File: config.mk
export PLATFORM = sky130hd
export DESIGN_NAME = ide_disk_sched
export DESIGN_NICKNAME = d
export VERILOG_FILES = /design/src/rtl/ide_sched_pkg.sv /design/src/rtl/rr_arb2.sv /design/src/rtl/ide_disk_sched.sv
export SDC_FILE = /design/constraint.sdc
export NUM_CORES = 1
export LEC_CHECK = 0
export ABC_AREA = 1
export CAP_MARGIN = 10
export CORE_UTILIZATION = 44
export CTS_BUF_LIST = sky130_fd_sc_hd__clkbuf_4
export CTS_CLUSTER_DIAMETER = 100
export DETAILED_ROUTE_END_ITERATION = 10
export DONT_BUFFER_PORTS = 1
export HOLD_SLACK_MARGIN = 0.08
export PLACE_DENSITY_LB_ADDON = 0.15
export SKIP_LAST_GASP = 1
export SYNTH_ARGS = -nofsm -noshare
export SYNTH_HDL_FRONTEND = slang
export SYNTH_HIERARCHICAL = 1
export SYNTH_SLANG_ARGS = --single-unit
export TNS_END_PERCENT = 100
File: constraint.sdc
create_clock -name clk -period 2.4 [get_ports clk]
set_input_delay 0.48 -clock clk [delete_from_list [all_inputs] [get_ports clk]]
set_output_delay 0.48 -clock clk [all_outputs]
set_load 0.05 [all_outputs]
File: src/rtl/ide_sched_pkg.sv
// rtl/ide_sched_pkg.sv - shared types and constants for the IDE disk scheduler
package ide_sched_pkg;

   localparam int TMO_W_DEF = 20;
   localparam int LBA_W_DEF = 25;

   localparam logic OWNER_R0 = 1'b0;
   localparam logic OWNER_R1 = 1'b1;

   typedef enum logic [2:0] {
      ST_IDLE      = 3'd0,
      ST_ISSUE     = 3'd1,
      ST_WAIT_DONE = 3'd2,
      ST_GAP       = 3'd3,
      ST_DRAIN     = 3'd4,
      ST_FINISH    = 3'd5
   } state_t;

endpackage

File: src/rtl/rr_arb2.sv
// rtl/rr_arb2.sv - two-way round-robin arbiter holding the last grantee
module rr_arb2 (
   input  logic       clk,
   input  logic       reset,
   input  logic [1:0] req,
   input  logic       advance,
   output logic [1:0] gnt,
   output logic       gnt_id
);

   // rr_last_q starts at 1 so requester 0 wins the first contention
   logic rr_last_q;

   // pick the requester that did not win last time when both ask
   always_comb begin
      gnt_id = 1'b0;
      if (req == 2'b11) begin
         gnt_id = ~rr_last_q;
      end else if (req == 2'b10) begin
         gnt_id = 1'b1;
      end
      gnt = 2'b00;
      if (req != 2'b00) begin
         gnt = gnt_id ? 2'b10 : 2'b01;
      end
   end

   // remember the grantee whenever a grant is actually taken
   always_ff @(posedge clk) begin
      if (reset) begin
         rr_last_q <= 1'b1;
      end else if (advance && (req != 2'b00)) begin
         rr_last_q <= gnt_id;
      end
   end

endmodule

File: src/rtl/ide_disk_sched.sv
// rtl/ide_disk_sched.sv - arbitrates two multi-block requesters onto one IDE block engine
module ide_disk_sched
   import ide_sched_pkg::*;
#(
   parameter int TMO_W = TMO_W_DEF,
   parameter int LBA_W = LBA_W_DEF
) (
   input  logic             clk,
   input  logic             reset,
   input  logic             r0_req,
   input  logic             r0_wr,
   input  logic [LBA_W-1:0] r0_lba,
   input  logic [7:0]       r0_nblk,
   output logic             r0_ack,
   output logic             r0_blk,
   input  logic             r1_req,
   input  logic             r1_wr,
   input  logic [LBA_W-1:0] r1_lba,
   input  logic [7:0]       r1_nblk,
   output logic             r1_ack,
   output logic             r1_blk,
   output logic             xfer_err,
   output logic             owner,
   output logic             busy,
   output logic [LBA_W-1:0] ide_lba,
   output logic             ide_read_req,
   output logic             ide_write_req,
   input  logic             ide_done,
   input  logic             ide_error
);

   state_t             state_q;
   logic               cur_wr_q;
   logic [LBA_W-1:0]   cur_lba_q;
   logic [8:0]         remaining_q;
   logic               err_acc_q;
   logic [TMO_W-1:0]   wdog_q;
   logic               owner_q;
   logic               busy_q;
   logic               rd_q;
   logic               wr_q;
   logic               r0_ack_q;
   logic               r1_ack_q;
   logic               r0_blk_q;
   logic               r1_blk_q;
   logic               xfer_err_q;
   logic [LBA_W-1:0]   ide_lba_q;

   logic [1:0]         arb_gnt;
   logic               arb_id;
   logic               sel_wr;
   logic [LBA_W-1:0]   sel_lba;
   logic [7:0]         sel_nblk;
   logic               err_d;

   rr_arb2 u_arb (
      .clk     (clk),
      .reset   (reset),
      .req     ({r1_req, r0_req}),
      .advance (state_q == ST_IDLE),
      .gnt     (arb_gnt),
      .gnt_id  (arb_id)
   );

   // route the granted requester's transfer parameters
   always_comb begin
      sel_wr   = arb_id ? r1_wr   : r0_wr;
      sel_lba  = arb_id ? r1_lba  : r0_lba;
      sel_nblk = arb_id ? r1_nblk : r0_nblk;
      err_d    = err_acc_q | ide_error;
   end

   // transfer sequencer; every output is a register updated here
   always_ff @(posedge clk) begin
      if (reset) begin
         state_q     <= ST_IDLE;
         cur_wr_q    <= 1'b0;
         cur_lba_q   <= '0;
         remaining_q <= '0;
         err_acc_q   <= 1'b0;
         wdog_q      <= '0;
         owner_q     <= OWNER_R0;
         busy_q      <= 1'b0;
         rd_q        <= 1'b0;
         wr_q        <= 1'b0;
         r0_ack_q    <= 1'b0;
         r1_ack_q    <= 1'b0;
         r0_blk_q    <= 1'b0;
         r1_blk_q    <= 1'b0;
         xfer_err_q  <= 1'b0;
         ide_lba_q   <= '0;
      end else begin
         r0_ack_q <= 1'b0;
         r1_ack_q <= 1'b0;
         r0_blk_q <= 1'b0;
         r1_blk_q <= 1'b0;
         case (state_q)
            ST_IDLE: begin
               if (arb_gnt != 2'b00) begin
                  owner_q     <= arb_id;
                  busy_q      <= 1'b1;
                  err_acc_q   <= 1'b0;
                  cur_wr_q    <= sel_wr;
                  cur_lba_q   <= sel_lba;
                  // a block count of 0 means a full 256-block transfer
                  remaining_q <= {sel_nblk == 8'd0, sel_nblk};
                  ide_lba_q   <= sel_lba;
                  rd_q        <= ~sel_wr;
                  wr_q        <= sel_wr;
                  wdog_q      <= '1;
                  state_q     <= ST_ISSUE;
               end
            end
            ST_ISSUE: begin
               if (wdog_q == TMO_W'(1)) begin
                  err_acc_q <= 1'b1;
                  rd_q      <= 1'b0;
                  wr_q      <= 1'b0;
                  state_q   <= ST_DRAIN;
               end else begin
                  wdog_q <= wdog_q - TMO_W'(1);
                  if (!ide_done) begin
                     state_q <= ST_WAIT_DONE;
                  end
               end
            end
            ST_WAIT_DONE: begin
               // a completion wins over a watchdog expiring in the same cycle
               if (ide_done) begin
                  err_acc_q <= err_d;
                  r0_blk_q  <= (owner_q == OWNER_R0);
                  r1_blk_q  <= (owner_q == OWNER_R1);
                  rd_q      <= 1'b0;
                  wr_q      <= 1'b0;
                  if ((remaining_q == 9'd1) || err_d) begin
                     r0_ack_q   <= (owner_q == OWNER_R0);
                     r1_ack_q   <= (owner_q == OWNER_R1);
                     xfer_err_q <= err_d;
                     state_q    <= ST_FINISH;
                  end else begin
                     remaining_q <= remaining_q - 9'd1;
                     cur_lba_q   <= cur_lba_q + LBA_W'(1);
                     state_q     <= ST_GAP;
                  end
               end else if (wdog_q == TMO_W'(1)) begin
                  err_acc_q <= 1'b1;
                  rd_q      <= 1'b0;
                  wr_q      <= 1'b0;
                  state_q   <= ST_DRAIN;
               end else begin
                  wdog_q <= wdog_q - TMO_W'(1);
               end
            end
            ST_GAP: begin
               // one idle cycle lets the engine return to ready before the next block
               ide_lba_q <= cur_lba_q;
               rd_q      <= ~cur_wr_q;
               wr_q      <= cur_wr_q;
               wdog_q    <= '1;
               state_q   <= ST_ISSUE;
            end
            ST_DRAIN: begin
               if (ide_done) begin
                  r0_ack_q   <= (owner_q == OWNER_R0);
                  r1_ack_q   <= (owner_q == OWNER_R1);
                  xfer_err_q <= err_acc_q;
                  state_q    <= ST_FINISH;
               end
            end
            ST_FINISH: begin
               busy_q  <= 1'b0;
               state_q <= ST_IDLE;
            end
            default: begin
               state_q <= ST_IDLE;
            end
         endcase
      end
   end

   assign r0_ack        = r0_ack_q;
   assign r1_ack        = r1_ack_q;
   assign r0_blk        = r0_blk_q;
   assign r1_blk        = r1_blk_q;
   assign xfer_err      = xfer_err_q;
   assign owner         = owner_q;
   assign busy          = busy_q;
   assign ide_lba       = ide_lba_q;
   assign ide_read_req  = rd_q;
   assign ide_write_req = wr_q;

endmodule

# Yosys cells after proc, flatten, opt, wreduce, memory -nomap -nowiden
# Index checks and enable logic that the tools add are counted.
# op_classes
eq_ne,17
n_reduce_logical,22
multipliers,0
bitwise,6
div,0
order_cmp,0
shifts,0
addsub,3
muxes,54
# op_table
operator,n
$mux W25,4
$pmux W25 S2,2
$pmux W20 S4,1
$mux W20,3
$mux W9,3
$add A25 B1 Y25 const B,1
$mux W1,22
$mux W3,7
$eq A20 B1 Y1 const B,1
$sub A20 B1 Y20 const B,1
$pmux W9 S2,1
$pmux W3 S5,1
$ne A2 B2 Y1 const B,6
$reduce_and A4 Y1,3
$reduce_bool A2 Y1,6
$reduce_and A2 Y1,5
$eq A9 B1 Y1 const B,1
$sub A9 B1 Y9 const B,1
$logic_not A8 Y1,1
$mux W8,1
$pmux W1 S2,4
$pmux W1 S4,2
$eq A3 B2 Y1 const B,2
$eq A3 B3 Y1 const B,2
14 further kinds,21
# totals
memories,0
in_bits,74
ramBits,0
word_cells,119
mem_bits_ro,0
out_inout_bits,34
latch_bits,0
reg_bits,94

# Longest topological paths before layout
# Gate-level depths: netlist of run 1.
# depth
word_depth,8
mapped_depth,13
ltp_nobuf,12

# By module
# Netlist of run 1, hierarchy kept.
# by_module_without_submodules
mod,area_per_inst_um2,n_inst,seq_area_each_um2,cells_per_inst
ide_disk_sched,5908.2,1,1861.8,958
rr_arb2,72.6,1,20.0,11

# Worst setup path before layout of run 1
# No wires, ideal clock.
# synth_path
path_type,input-to-reg
startpoint,in r0_req
endpoint,reg ide_lba_q[11] (netlist: ide_lba[11])
path_stages,8
t_arrival_ps,1691
slack_ps,590
path_buffers,2
path_cell_list,nand2_1 -> and2_4 -> buf_2 -> clkbuf_1 -> mux2i_1 -> nor2_1 -> a211oi_1 -> nor2_1
# synth_via
elab_chain_len,8
# synth_lines
item,line,text
start: declaration,ide_disk_sched.sv:10,"input logic r0_req,"
$eq A2 B2 Y1,rr_arb2.sv:19,end else if (req == 2'b10) begin
$mux W1,rr_arb2.sv:19,
$mux W1 (*),rr_arb2.sv:17,if (req == 2'b11) begin
via arb_id,ide_disk_sched.sv:50,logic arb_id;
$mux W2,rr_arb2.sv:24,gnt = gnt_id ? 2'b10 : 2'b01;
$mux W2,rr_arb2.sv:23,if (req != 2'b00) begin
$reduce_bool A2 Y1,ide_disk_sched.sv:99,if (arb_gnt != 2'b00) begin
$ne A2 B2 Y1 (no line),-,
$reduce_and A2 Y1 (no line),-,
end signal: assignment,ide_disk_sched.sv:107,ide_lba_q <= sel_lba;
end signal: assignment,ide_disk_sched.sv:156,ide_lba_q <= cur_lba_q;
end: declaration,ide_disk_sched.sv:47,logic [LBA_W-1:0] ide_lba_q;
# The timed path passes the listed nets; every way through them passes the cells marked *. The select of a mux whose other input is x is not followed.
# A chain may end at the register's enable or synchronous reset.

# Worst setup path in the final report of run 1
# layout_path
startpoint,reg state_q[1]
endpoint,reg ide_lba_q[21] (netlist: ide_lba[21])
# layout_via
elab_chain_len,3
# layout_lines
item,line,text
start: declaration,ide_disk_sched.sv:32,state_t state_q;
start signal: assignment,ide_disk_sched.sv:76,state_q <= ST_IDLE;
start signal: assignment,ide_disk_sched.sv:111,state_q <= ST_ISSUE;
start signal: assignment,ide_disk_sched.sv:119,state_q <= ST_DRAIN;
$eq A3 B2 Y1 / $logic_not A3 Y1 (equally long branches),ide_disk_sched.sv:97,case (state_q)
$reduce_bool A2 Y1 (no line) / $ne A2 B2 Y1 (equally long branches),-,
$reduce_and A2 Y1 (no line),-,
# Parallel ways exist; a longest one is shown, timed or not.

==> impl_metrics.ini, run 1 <==
[status]
status = complete, no violations

[pwr]
total_leakage_power_nw = 2.57
power.density_nw_per_um2 = 1380
ir_drop_mv = 0.517

[worst_setup_path]
cp-start-kind = register
crit_type = register to register
slowest_stage = dfxtp_1
critPathArrivalTime_ns = 2.35
path_buf_inv = 2
cp-end-kind = register
rr_worst_depth = 8
crit_family = simple AND/OR/NAND/NOR gates
cp_num_cells = 8
worstPathMaxFanout = 42
path_cells = inv_2 -> nand2_2 -> nor2_2 -> o21ai_4 -> nand2_2 -> buf_4 -> o21ai_0 -> a31oi_1
cpMostUsedCell = nand2_2
required_ns = 2.82
max_stage_delay_ns = 0.43

[global_route]
grt_first_pass_wirelength_um = 28300
busiest_layer = met2
grt_antenna_before_repair = 1
grt_max_degree = 43
overflow = 0
grt_usage_pct = 25.4
grt_util_met3_pct = 3.76
grt_use_met1_pct = 37.4
met2_usage_pct = 37.6
grt_pass1_vias = 5324

[floorplan]
core_um2 = 13200
rows = 42
ios = 108
start_util_pct = 45.2
die_w_um = 119
fp.dieH_um = 119
dieArea_um2 = 14100

[cells_and_area]
layout.nets = 1028
utilization_pct = 47.4
drive_gt1_share_pct = 9.43
stdcell_area_um2 = 6270
area_delta_synth_final_pct = 4.85

[synthesis]
synth_cell_types = 43
yosysSeqAreaShare_pct = 31.5
ys_warn_count = 6
ys_ff_latch = 94
synth_nets = 1048
synth_cells = 969
syn_avg_cell_area_um2 = 6.17
synth_area_um2 = 5980
synthFlopType = dfxtp_1
synth_edf_count = 0
async_flop_share_pct = 0

[routing]
vias = 5982
wl_per_cell_um = 15.2
ant_nets = 0
wl_um = 17200
drt_iter0_drc = 485
vias_per_cell = 5.28
drc_errors = 0
drt_pass1_iterations = 5

[clock_tree]
cts.sinks = 94
cts_setup_buffers = 0
path_clk_slew_ns = 0.15
cts-resized-gates = 0
root_buffer = clkbuf_4
cts_inserted_buffers = 9
insertion_delay_ns = 0.48
cts_buffer_depth = 2
cts_tree = built
cts_max_level = 3

[timing]
fmax_ghz = 0.516
tightest_slew_ns = 0.597
skew_ns = 0.0202
finalSetupViolations = 0
slew-limit-headroom_pct = 60.2
min_period_over_period_pct = 80.7
finalHoldViolations = 0
slew_violations = 0
rsz0062_at_grt = no
min_period_ns = 1.94
fin_tns_setup_ns = 0

[placed_design]
gp_congestion = 0.894
placed_area_um2 = 6110
dp_hpwl_um = 12500
numPortBuffers = 0

[worst_hold_path]
hp-class = primary input to register
hold_depth = 2

[run]
maxCapViolCount = 0
==> cells in the final DEF, fill, tap and decap left out, drive strengths merged <==
cell and n:
nand2 337, nor2 134, o21ai 98, dfxtp 94, a21oi 68, inv 61, nand3 41, a31oi 27
buf 14, clkbuf 10, nand3b 9, nor3 9, xor2 8, nand4 7, or2 7, ha 5
a211oi 4, mux2i 3, xnor2 3, and2 3, clkinv 3, diode 2, o31ai 2, clkinvlp 2
o211a 1, a21boi 1, nor4 1, a22oi 1, bufinv 1
==> synthesized netlist by cell type (5+ instances only) <==
| cell type | n | area share (%) |
|---|---|---|
| a21oi_1 | 55 | 4.6 |
| a21oi_2 | 13 | 1.9 |
| a31oi_1 | 27 | 2.8 |
| buf_2 | 13 | 1.1 |
| clkbuf_1 | 22 | 1.4 |
| dfxtp_1 | 94 | 31 |
| ha_1 | 5 | 1.0 |
| inv_1 | 50 | 3.1 |
| inv_2 | 10 | 0.63 |
| nand2_1 | 330 | 21 |
| nand3_1 | 39 | 3.3 |
| nand3b_1 | 9 | 1.1 |
| nand4_1 | 7 | 0.73 |
| nor2_1 | 128 | 8.0 |
| nor2_2 | 6 | 0.63 |
| nor3_1 | 8 | 0.67 |
| o21ai_0 | 66 | 5.5 |
| o21ai_1 | 20 | 1.7 |
| o21ai_2 | 10 | 1.5 |
| or2_2 | 7 | 0.73 |
| xor2_1 | 8 | 1.2 |
==> repair_timing <==
item	4_1_cts	5_1_grt
hold buffers	1	0
endpoints found under the hold margin	40	0
setup endpoints to repair	0	0
==> power by group <==
group          internal, mW  switching, mW
Clock                 0.326          0.580
Sequential             2.25           1.53
Combinational          1.38           2.57
==> per-stage QoR <==
stage | power [mW] | cells | hold WS (ns) | worst slack, ns
global route | 9.40 | 1132 | 0.103 | 0.207
global placement | 7.73 | 1113 | 0.444 | 0.464
floorplan | 6.84 | 969 | 0.429 | 0.590
finish | 8.63 | 1132 | 0.120 | 0.463
detailed placement | 7.75 | 1113 | 0.452 | 0.414
CTS | 8.66 | 1130 | 0.0913 | 0.476
==> cell families (layout without fill, tap and decap cells) <==
logic type	after synthesis	after routing	synth area share [%]
flops	94	94	31.5
xor+xnor	11	11	1.61
compound gates	202	202	19.7
buf+inv	106	91	7.68
simple gates	548	548	38.0
fa+ha+maj	5	5	1.05
other cells	0	2	0
mux	3	3	0.502
==> metal layers <==
layer	vias up	part of all wire [%]
met5	-	0
met4	0	1.4
met3	17	5.6
met2	135	42
met1	2708	51
li1	3122	-
==> final cells by class <==
cell class                      count  area, um^2
Timing Repair Buffer               14         155
Clock inverter                      6        62.6
Tap cell                          176         220
Clock buffer                       10        75.1
Sequential cell                    94        1880
Multi-Input combinational cell    769        3640
Fill cell                        1404        6970
Antenna cell                        2        5.00
Inverter                           61         231
==> worst paths after layout <==
kind                   startpoint         endpoint  slack [ns]
setup / recovery       state_q[1]      ide_lba[21]        0.46
setup reg to reg       state_q[1]      ide_lba[21]        0.46
hold / removal              reset  u_arb/rr_last_q        0.12
hold reg to reg   u_arb/rr_last_q  u_arb/rr_last_q        0.48
==> sequential cells by signal (all words and copies together), names as in the netlist <==
| name | cells |
|---|---|
| cur_lba_q | 25 |
| r0_blk | 1 |
| wdog_q | 20 |
| cur_wr_q | 1 |
| xfer_err | 1 |
| ide_write_req | 1 |
| ide_read_req | 1 |
| ide_lba | 25 |
| busy | 1 |
| u_arb/rr_last_q | 1 |
| r1_ack | 1 |
| r1_blk | 1 |
| r0_ack | 1 |
| owner | 1 |
| state_q | 3 |
| remaining_q | 9 |
| err_acc_q | 1 |
(Power assumes the default switching activity.)
==> inputs of run 2 (changes only) <==
==> constraint.sdc (replaced) <==
create_clock -name clk -period 1.8 [get_ports clk]
set_input_delay 0.36 -clock clk [delete_from_list [all_inputs] [get_ports clk]]
set_output_delay 0.36 -clock clk [all_outputs]
set_load 0.05 [all_outputs]
==> impl_metrics.ini, run 2 (synthesized netlist as in run 1, its figures left out) <==
[routing]
ant_nets = 0
drt_pass1_iterations = 9
vias = 6362
drt_iter0_drc = 522
vias_per_cell = 5.32
drc_errors = 0
wl_per_cell_um = 15.1
wl_um = 18100

[global_route]
grt_first_pass_wirelength_um = 29600
met2_usage_pct = 39.6
grt_max_degree = 42
grt_util_met3_pct = 3.28
busiest_layer = met2
grt_use_met1_pct = 38.8
overflow = 0
grt_pass1_vias = 5736
grt_usage_pct = 26.4
grt_antenna_before_repair = 1

[worst_setup_path]
r2r-end = wdog_q[16]
critPathArrivalTime_ns = 2.07
r2r_start = wdog_q[0]
cp-start-kind = register
cp-end-kind = register
worstPathMaxFanout = 6
rrSetupSlack_ns = 0.1
required_ns = 2.17
rr_worst_depth = 8
crit_type = register to register

[clock_tree]
insertion_delay_ns = 0.48
path_clk_slew_ns = 0.15
cts_max_level = 3
cts_inserted_buffers = 9
cts_tree = built
cts.sinks = 94
root_buffer = clkbuf_4
cts_buffer_depth = 2

[timing]
min_period_ns = 1.70
skew_ns = 0.0183
slew-limit-headroom_pct = 60.6
finalHoldViolations = 0
tightest_slew_ns = 0.590
slew_violations = 0
fmax_ghz = 0.587
finalSetupViolations = 0
min_period_over_period_pct = 94.7

[pwr]
p_clk_share_pct = 11.2
p_sw_mw = 6.54
total_leakage_power_nw = 2.94
netSwitchingFraction_pct = 50.2
power_mw = 13.0
power_frac_comb_pct = 54.2
sequentialPowerShare_pct = 34.6
power.density_nw_per_um2 = 1880
ir_drop_mv = 0.877
p_int_mw = 6.49

[worst_hold_path]
worstHoldStart = ide_error
hp-class = primary input to register
hold_depth = 4
holdPathEnd = xfer_err

[floorplan]
dieArea_um2 = 14100
start_util_pct = 45.2
rows = 42
die_w_um = 119
core_um2 = 13200
ios = 108
fp.dieH_um = 119

[cells_and_area]
mostFrequentLayoutCells = nand2_1, nor2_1, dfxtp_1
area_delta_synth_final_pct = 16.1
layout.nets = 1092
layout_commonest_cell = nand2_1
regArea_um2 = 1890
utilization_pct = 52.4
drive_gt1_share_pct = 16.5
multi_input_area_um2 = 3690
fillers = 1398

[run]
maxCapViolCount = 0

[placed_design]
dp_hpwl_um = 13400
gp_congestion = 0.921
numPortBuffers = 0

[status]
status = complete, no violations
==> run 2: cell types whose count changed in the layout (fill, tap and decap cells not counted), moves of 3 or more <==
cell           delta
buf_4            +53
dfxtp_1           -7
nor2_4            +4
buf_12            +6
dlygate4sd3_1     +3
dfxtp_2           +7
nor2_2            -3
==> run 2: cell type report <==
type,instances,share of cell area (%)
Multi-Input combinational cell,769,53.1
Sequential cell,94,27.2
Timing Repair Buffer,78,10.4
Inverter,61,3.39
Tap cell,176,3.17
Clock inverter,5,1.41
Clock buffer,11,1.19
Antenna cell,1,0.0360
==> run 2: worst max-delay path: stages, from the launching register on <==
cell and delay (ns):
dfxtp_2 0.37, inv_1 0.17, ha_2 0.28, nand2_1 0.11, nor2_1 0.21, nand2_1 0.11
xor2_1 0.16, o21ai_2 0.13, a21oi_2 0.06
==> run 2: worst max-delay path by stage <==
stage | end | slack [ns] | cells after the start | from
global route | wdog_q[16] | -0.01 | 8 | wdog_q[0]
finish | wdog_q[16] | 0.1 | 8 | wdog_q[0]
floorplan | ide_lba[11] | 0.11 | 8 | r0_req
detailed placement | wdog_q[3] | 0.04 | 12 | r0_req
CTS | wdog_q[15] | 0.02 | 8 | wdog_q[0]
global placement | ide_lba[9] | 0.06 | 8 | r0_req
==> run 2: timing repair <==
action | in CTS | in global routing
resized for setup | 0 | 26
hold endpoints to repair | 44 | 0
setup buffers | 0 | 8
hold buffers | 4 | 0
endpoints found under the setup margin | 0 | 77
==> run 2: layer usage <==
| metal | wire [um] | up-vias |
|---|---|---|
| li1 | - | 3245 |
| met1 | 8900 | 2905 |
| met2 | 7840 | 191 |
| met3 | 1020 | 21 |
| met4 | 317 | 0 |
| met5 | 0 | - |
==> run 2: per-stage QoR <==
| stage | TNS (ns) | hold WS, ns | area (um^2) | instances | setup slack [ns] |
|---|---|---|---|---|---|
| after floorplan | 0 | 0.429 | 5980 | 969 | 0.110 |
| after global routing | -0.0285 | 0.139 | 6950 | 1195 | -0.0140 |
| after CTS | 0 | 0.101 | 6810 | 1186 | 0.0186 |
| after global placement | 0 | 0.432 | 6580 | 1166 | 0.0585 |
| final | 0 | 0.131 | 6950 | 1195 | 0.0958 |
| after detailed placement | 0 | 0.434 | 6580 | 1166 | 0.0448 |
==> run 2: power groups by stage <==
| stage | Clock, mW | Sequential (mW) | Combinational (mW) |
|---|---|---|---|
| finish | 1.46 | 4.51 | 7.06 |
| global route | 1.59 | 4.63 | 7.86 |
| CTS | 1.50 | 4.47 | 6.86 |
| detailed placement | 0 | 4.52 | 6.80 |
| global placement | 0 | 4.52 | 6.72 |
| floorplan | 0 | 4.72 | 4.39 |
==> inputs of run 3 (changes only) <==
==> constraint.sdc (replaced) <==
create_clock -name clk -period 1.9 [get_ports clk]
set_input_delay 0.38 -clock clk [delete_from_list [all_inputs] [get_ports clk]]
set_output_delay 0.38 -clock clk [all_outputs]
set_load 0.02 [all_outputs]
==> impl_metrics.ini, run 3 (synthesized netlist as in run 1, its figures left out) <==
[clock_tree]
cts_tree = built
insertion_delay_ns = 0.48
cts_buffer_depth = 2
cts_max_level = 3
cts_inserted_buffers = 9
cts.sinks = 94
root_buffer = clkbuf_4
path_clk_slew_ns = 0.16

[worst_setup_path]
cp-end-kind = register
crit_type = register to register
critPathArrivalTime_ns = 2.18
worstPathMaxFanout = 14
cp-start-kind = register
required_ns = 2.28

[timing]
finalSetupViolations = 0
fmax_ghz = 0.557
fin_tns_setup_ns = 0
min_period_over_period_pct = 94.5
slew-limit-headroom_pct = 73.1
min_period_ns = 1.79
slew_violations = 0
skew_ns = 0.0163
tightest_slew_ns = 0.402
rsz0062_at_grt = yes
finalHoldViolations = 0

[cells_and_area]
fillers = 1438
utilization_pct = 49.8
mostFrequentLayoutCells = nand2_1, nor2_1, dfxtp_1
area_delta_synth_final_pct = 10.2
final-instance-count-excl-fill = 1163
layout_commonest_cell = nand2_1
stdcell_area_um2 = 6590
layout.nets = 1060
drive_gt1_share_pct = 12.4

[floorplan]
ios = 108
core_um2 = 13200
start_util_pct = 45.2
fp.dieH_um = 119
die_w_um = 119
dieArea_um2 = 14100
rows = 42

[routing]
wl_um = 17700
vias_per_cell = 5.27
wl_per_cell_um = 15.3
drt_iter0_drc = 465
drt_pass1_iterations = 5
drc_errors = 0
ant_nets = 0
vias = 6132

[global_route]
overflow = 0
grt_first_pass_wirelength_um = 29100
grt_max_degree = 47
grt_pass1_vias = 5543
grt_usage_pct = 26.1
grt_antenna_before_repair = 1

[placed_design]
dp.cells = 1139
placed_area_um2 = 6330
numPortBuffers = 0
dp_hpwl_um = 13100
gp_congestion = 0.895

[pwr]
ir_drop_mv = 0.622
power_mw = 10.9
power.density_nw_per_um2 = 1650
total_leakage_power_nw = 2.75

[run]
maxCapViolCount = 0

[status]
status = complete, no violations

[worst_hold_path]
hp-class = primary input to register
## run 3: cell types whose count changed in the layout (fill, tap and decap cells not counted), moves of 3 or more
| cell | delta |
|---|---|
| inv_2 | -3 |
| dfxtp_2 | -6 |
| nor2_2 | +3 |
| buf_12 | -5 |
| buf_4 | -27 |
| nor2_4 | -3 |
| dfxtp_1 | +6 |
## run 3: worst paths after layout
path                    from              to  slack (ns)  depth (start not counted)
max          u_arb/rr_last_q    cur_lba_q[4]        0.11                         11
min                 ide_done      state_q[2]        0.15                          3
max reg2reg  u_arb/rr_last_q    cur_lba_q[4]        0.11                         11
min reg2reg   remaining_q[5]  remaining_q[5]        0.47                          2
## run 3: power by group
| part | internal, mW | switching (mW) |
|---|---|---|
| registers | 2.85 | 1.25 |
| clock network | 0.524 | 0.727 |
| logic | 2.12 | 3.43 |
## run 3: repair_timing
item / 4_1_cts / 5_1_grt
gates resized for setup: 0 / 10
setup buffers: 0 / 3
endpoints found under the hold margin: 44 / 0
hold buffers: 4 / 0
endpoints found under the setup margin: 0 / 62
## run 3: through the flow
step | hold slack, ns | setup WS [ns]
CTS | 0.113 | 0.0160
detailed placement | 0.452 | 0.0463
floorplan | 0.429 | 0.190
global placement | 0.446 | 0.0650
finish | 0.145 | 0.105
global route | 0.132 | -0.0291
## run 3: layout make-up
type	count	area, um^2	share of cell area, %
Timing Repair Buffer	46	439	6.67
Tap cell	176	220	3.34
Sequential cell	94	1880	28.6
Multi-Input combinational cell	769	3650	55.4
Inverter	61	240	3.65
Clock buffer	9	67.6	1.03
Antenna cell	1	2.50	0.0380
Clock inverter	7	88.8	1.35
## run 3: critical path: stages, from the launching register on
cell        delay (ns)
dfxtp_1           0.34
nand2_1           0.09
and2_4            0.23
clkinvlp_4        0.17
buf_4             0.18
buf_4             0.18
nand2_1           0.07
nand2_1           0.10
o21ai_0           0.18
nand2_1           0.07
nand2_1           0.07
a21oi_1           0.04
## run 3: layer usage
layer / track usage (%) / wire, um / share of wire, %
met4: 8.62 / 289 / 1.6
met3: 3.96 / 1140 / 6.4
met5: 0 / 0 / 0
met2: 39.5 / 7690 / 43
met1: 37.7 / 8620 / 49
